--- src/rtl/uart_autobaud_ctrl.sv ---
`default_nettype none
// ---------------------------------------------------------------------------
// Module  : uart_autobaud_ctrl
// Brief   : Measures a 0x55 sync character on the raw RX line and programs
//           the uart_rx bit-period prescaler. Optional macro
//           AUTOBAUD_VERIFY_EN adds an edge-interval consistency check.
// Revision: 1.0 - initial release
// ---------------------------------------------------------------------------
module uart_autobaud_ctrl #(
  parameter int          MIN_DIV = 16,
  parameter logic [11:0] DEF_DIV = 12'd868
) (
  input  logic        clk_i,
  input  logic        rst_i,
  input  logic        en_i,
  input  logic        rx_i,
  output logic        cfg_en_o,
  output logic [11:0] cfg_div_o,
  output logic        lock_o,
  output logic        err_o
);

  localparam logic [14:0] C_CNT_MAX = 15'h7FFF;

  typedef enum logic [2:0] {
    S_IDLE      = 3'd0,
    S_ARM       = 3'd1,
    S_MEASURE   = 3'd2,
    S_CALC      = 3'd3,
    S_WAIT_STOP = 3'd4,
    S_LOCKED    = 3'd5,
    S_ERROR     = 3'd6
  } state_t;

  state_t      r_state;
  state_t      w_state_nxt;
  logic        r_rx_q;
  logic        w_fall;
  logic        w_rise;
  logic [14:0] r_cnt;
  logic [14:0] r_total;
  logic [2:0]  r_edges;
  logic [11:0] r_cfg_div;
  logic        w_cnt_sat;
  logic [12:0] w_div;
  logic        w_div_bad;
  logic        w_ivl_bad;

  assign w_fall    = r_rx_q & ~rx_i;
  assign w_rise    = ~r_rx_q & rx_i;
  assign w_cnt_sat = (r_cnt == C_CNT_MAX);

  // Eight bit times measured, so divide by 8 with round-to-nearest.
  assign w_div     = 13'(({1'b0, r_total} + 16'd4) >> 3);
  assign w_div_bad = (w_div < 13'(MIN_DIV)) || (w_div > 13'd4095);

`ifdef AUTOBAUD_VERIFY_EN
  logic [14:0] r_last;
  logic [14:0] r_ivl [4];
  logic [14:0] w_lo;
  logic [14:0] w_hi;
  logic [3:0]  w_ivl_out;
  logic [1:0]  w_ivl_idx;

  assign w_lo      = (r_total >> 2) - (r_total >> 4);
  assign w_hi      = (r_total >> 2) + (r_total >> 4);
  assign w_ivl_idx = 2'(r_edges - 3'd1);

  // Edge 1 is the time origin, so the distance to edge k is r_cnt itself.
  always_ff @(posedge clk_i) begin
    if (rst_i) begin
      r_last <= '0;
      for (int k = 0; k < 4; k++) r_ivl[k] <= '0;
    end else if (r_state == S_ARM && w_fall) begin
      r_last <= '0;
    end else if (r_state == S_MEASURE && w_fall) begin
      r_ivl[w_ivl_idx] <= r_cnt - r_last;
      r_last           <= r_cnt;
    end
  end

  for (genvar k = 0; k < 4; k++) begin : g_ivl
    assign w_ivl_out[k] = (r_ivl[k] < w_lo) || (r_ivl[k] > w_hi);
  end

  assign w_ivl_bad = |w_ivl_out;
`else
  assign w_ivl_bad = 1'b0;
`endif

  always_ff @(posedge clk_i) begin
    if (rst_i) begin
      r_state <= S_IDLE;
    end else begin
      r_state <= w_state_nxt;
    end
  end

  always_comb begin
    w_state_nxt = r_state;
    if (!en_i) begin
      w_state_nxt = S_IDLE;
    end else begin
      case (r_state)
        S_IDLE:      w_state_nxt = S_ARM;
        S_ARM:       if (w_fall) w_state_nxt = S_MEASURE;
        S_MEASURE: begin
          if (w_fall && r_edges == 3'd4) w_state_nxt = S_CALC;
          else if (w_cnt_sat)            w_state_nxt = S_ERROR;
        end
        S_CALC:      w_state_nxt = (w_div_bad || w_ivl_bad) ? S_ERROR : S_WAIT_STOP;
        S_WAIT_STOP: begin
          if (w_rise)         w_state_nxt = S_LOCKED;
          else if (w_cnt_sat) w_state_nxt = S_ERROR;
        end
        default:     w_state_nxt = r_state;
      endcase
    end
  end

  always_ff @(posedge clk_i) begin
    if (rst_i) begin
      r_rx_q    <= 1'b0;
      r_cnt     <= '0;
      r_edges   <= '0;
      r_total   <= '0;
      r_cfg_div <= DEF_DIV;
    end else begin
      r_rx_q <= rx_i;
      case (r_state)
        S_IDLE: begin
          r_cnt   <= '0;
          r_edges <= '0;
        end
        S_ARM: begin
          if (w_fall) begin
            r_cnt   <= 15'd1;
            r_edges <= 3'd1;
          end
        end
        S_MEASURE: begin
          if (!w_cnt_sat) r_cnt <= r_cnt + 15'd1;
          if (w_fall) begin
            r_edges <= r_edges + 3'd1;
            if (r_edges == 3'd4) r_total <= r_cnt;
          end
        end
        S_CALC: begin
          if (!w_cnt_sat) r_cnt <= r_cnt + 15'd1;
          if (en_i && !w_div_bad && !w_ivl_bad) r_cfg_div <= w_div[11:0];
        end
        S_WAIT_STOP: begin
          if (!w_cnt_sat) r_cnt <= r_cnt + 15'd1;
        end
        default: begin
          r_cnt <= r_cnt;
        end
      endcase
    end
  end

  assign cfg_div_o = r_cfg_div;
  assign cfg_en_o  = (r_state == S_LOCKED);
  assign lock_o    = (r_state == S_LOCKED);
  assign err_o     = (r_state == S_ERROR);

endmodule
`default_nettype wire

--- config.mk ---
export PLATFORM = sky130hd
export DESIGN_NAME = uart_autobaud_ctrl
export DESIGN_NICKNAME = d
export VERILOG_FILES = /design/src/rtl/uart_autobaud_ctrl.sv
export SDC_FILE = /design/constraint.sdc
export NUM_CORES = 1
export LEC_CHECK = 0
export BUFFER_PORTS_ARGS = -buffer_cell sky130_fd_sc_hd__buf_2
export CAP_MARGIN = 20
export CORE_UTILIZATION = 50
export CTS_CLUSTER_DIAMETER = 100
export CTS_CLUSTER_SIZE = 25
export DETAILED_ROUTE_END_ITERATION = 8
export HOLD_SLACK_MARGIN = 0.03
export PLACE_DENSITY = 0.72
export SETUP_SLACK_MARGIN = 0.2
export SYNTH_ARGS = -nofsm -noshare
export SYNTH_HDL_FRONTEND = slang
export SYNTH_SLANG_ARGS = --single-unit
--- constraint.sdc ---
create_clock -name clk_i -period 6.1 [get_ports clk_i]
set_input_delay 0.915 -clock clk_i [delete_from_list [all_inputs] [get_ports clk_i]]
set_output_delay 0.915 -clock clk_i [all_outputs]
set_load 0.1 [all_outputs]
==> metrics <==
status finished, final reports clean; largest net degree at the start of global routing 34; number of synthesized register bits 47; crit-path max FO 16; final worst-path setup slack between 3000 and 4000 ps; Mapped Area about 2500 sq um; unrepaired setup endpoints after global routing false; synth top area cells dfxtp_1 37%, nor2_1 5.8%, xnor2_1 5.5%; Final Hold Fails 0; dominant synthesized flop cell dfxtp_1; non-filler cells in the finished layout 377; fraction of synthesized area in multiplexers 0.0512; vias in the first global route 1916; Die Wd 73.3 um; clk_skew 5.24 ps; Synth Area in Compound Gates 0.181; DR DRC count 0; Synth Net Count 310; setup TNS 0 ps; Inserted Clock Buffers 5; met3 Use GR 0.0370; clk slew on worst S/H paths approximately 80 ps; XOR/XNOR Fraction of Synth Area 0.0723; CP endpoint kind output pin; overall routing resource usage 0.214; gpl congestion 0.778; CTS Hold Bufs 0; die height 73.3 um; slew margin rel. 0.368; drt pass-1 iters 4; Worst-Skew Late Latency 300 ps; Final Max Slew Viols 0; post-synth top area cell dfxtp_1; die area 5380 sq um; max cap viols 0; ANT nets after route 0; final global-route overflow total 0; synth-to-layout area growth 6.94%; total power 0.533 mW; gr busiest metal met2; Avg Inst Size Synth 8.42 sq um; Ys Warns 0; Max Clk Rate 365 MHz; number of flops mapped to enable cells by yosys 0; initial antenna violation count 0; fin crit share 0.450; ys async rst share 0; largest family of logic cells by synthesized area simple AND/OR/NAND/NOR gates; DP Worst Slack 3350 ps; sequential area share after synthesis 0.370; met1 Use GR 0.286; Setup Buffers After CTS 0; Root Buffer clkbuf_8; H-tree depth 2; critical path startpoint category register; Synth Area in Simple Gates 0.253; met2 Use GR 0.347; Initial Util 0.528; Sink Count 47; Setup-failing EPs final 0; CTS tree done; Inserted Diodes 0; core footprint 4820 sq um; Cells after Synth 302; share of post-route cells with drive strength above 1 0.113; first-pass GRT wire length ~9000 um; Resize count post-CTS 0; Tmin final 2740 ps; Worst Path Required 5180 ps; DR vias/cell 5.67; vias 2138; post-synthesis adder-cell area fraction 0.0236; # rows 25; LEAKAGE roughly 0.96 nW; Post-Route WL slightly above 5000 um; fin area 2720 sq um; HPWL Detailed 3610 um; worst vdd ir between 0.1 and 0.15 mV; placed cell area around 2600 sq um; I/O pins 19; Clock Tree Buf Depth 2; port bufs 18; Power Density 196 nW/um^2; Avg WL per Cell 13.8 um; crit path kind register to output pin; Worst Max-Slew Pin Slew 947 ps; Yosys top cell area share 0.370; Critical Path AT 1830 ps; nets 317; Iteration-0 DRC Markers 100; synth unique cells 50; worst min path class register to register; Inst Count DP between 300 and 400
-- registers in the layout, summed over array words and instances, names as in the netlist --
name and flops:
cfg_div_o 12, r_cnt 15, r_edges 3, r_rx_q 1, r_state 3, r_total 13
-- cell type report --
class / instances / area [sq um]
Fill cell: 485 / 2100
Multi-Input combinational cell: 230 / 1480
Clock buffer: 8 / 100
Inverter: 6 / 22.5
Tap cell: 67 / 83.8
Timing Repair Buffer: 19 / 95.1
Sequential cell: 47 / 941
-- cells in the final DEF (no fill, tap or decap), types with 6 or more instances in the layout --
cell type  Yosys  layout
inv_1          6       6
nand3_1       18      18
buf_2          4      18
nor2_1        39      39
xnor2_1       16      16
nor3_1        14      14
o21ai_0       13      13
dfxtp_1       47      47
a21oi_1       25      25
mux2i_1       13      13
clkbuf_8       0       7
nand2_1       10      10
nor2b_1        6       6
-- per-layer routing --
metal / up-vias / part of all wire
met5: - / 0
met4: 0 / 0.012
met3: 4 / 0.033
met2: 44 / 0.47
met1: 995 / 0.48
li1: 1095 / -
-- final timing paths --
check	end	slack (ps)	cells past startpoint	startpoint
worst max-delay path	err_o	3360	3	r_state[1]$_SDFFE_PP0P_
worst max register to register	cfg_div_o[10]$_SDFFE_PP0P_	3400	6	r_state[1]$_SDFFE_PP0P_
worst min-delay path	cfg_div_o[4]$_SDFFE_PP0P_	470	2	cfg_div_o[4]$_SDFFE_PP0P_
worst min register to register	cfg_div_o[4]$_SDFFE_PP0P_	470	2	cfg_div_o[4]$_SDFFE_PP0P_
-- cells in the mapped netlist (2+ instances only) --
cell type,instances
clkbuf_1,10
buf_6,2
a311oi_1,2
nand2_1,10
xor2_1,5
or2_2,2
a41oi_1,2
nor3_1,14
nor2b_1,6
buf_2,4
and4_2,2
a211o_1,2
buf_4,3
mux2i_1,13
and2_1,4
and4_1,5
o21bai_1,5
inv_1,6
nor3b_1,2
nor2_1,39
a31oi_1,2
dfxtp_1,47
o2111ai_1,2
nand3_1,18
and3_1,4
nand4_1,5
ha_1,4
a21oi_1,25
o21ai_0,13
nand2b_1,4
a21o_1,2
o31ai_1,2
or3_1,4
xnor2_1,16
-- critical path, stage by stage, from the launching register on --
cell and delay (ps):
dfxtp_1 670, inv_1 280, nor2_1 140, buf_2 430
-- where the power goes --
| group | internal, mW | total (mW) | switching (mW) |
|---|---|---|---|
| Clock | 0.104 | 0.206 | 0.102 |
| Combinational | 0.00589 | 0.0172 | 0.0113 |
| Sequential | 0.307 | 0.310 | 0.00230 |
-- stage by stage --
| stage | util | hold WS, ps |
|---|---|---|
| 6_report | 0.565 | 474 |
| 5_1_grt | 0.565 | 504 |
| 4_1_cts | 0.564 | 474 |
| 3_5_place_dp | 0.543 | 461 |
| 3_3_place_gp | 0.543 | 457 |
| 2_1_floorplan | - | 477 |
-- logic make-up after synthesis --
| logic type | Yosys count |
|---|---|
| adder cells (fa/ha/maj) | 5 |
| multiplexers | 13 |
| XOR/XNOR | 21 |
| buffers and inverters | 25 |
| flip-flops | 47 |
| AND/OR/NAND/NOR | 123 |
| AO/OA/AOI/OAI | 68 |
No activity file was read; power rests on OpenSTA's default activity.
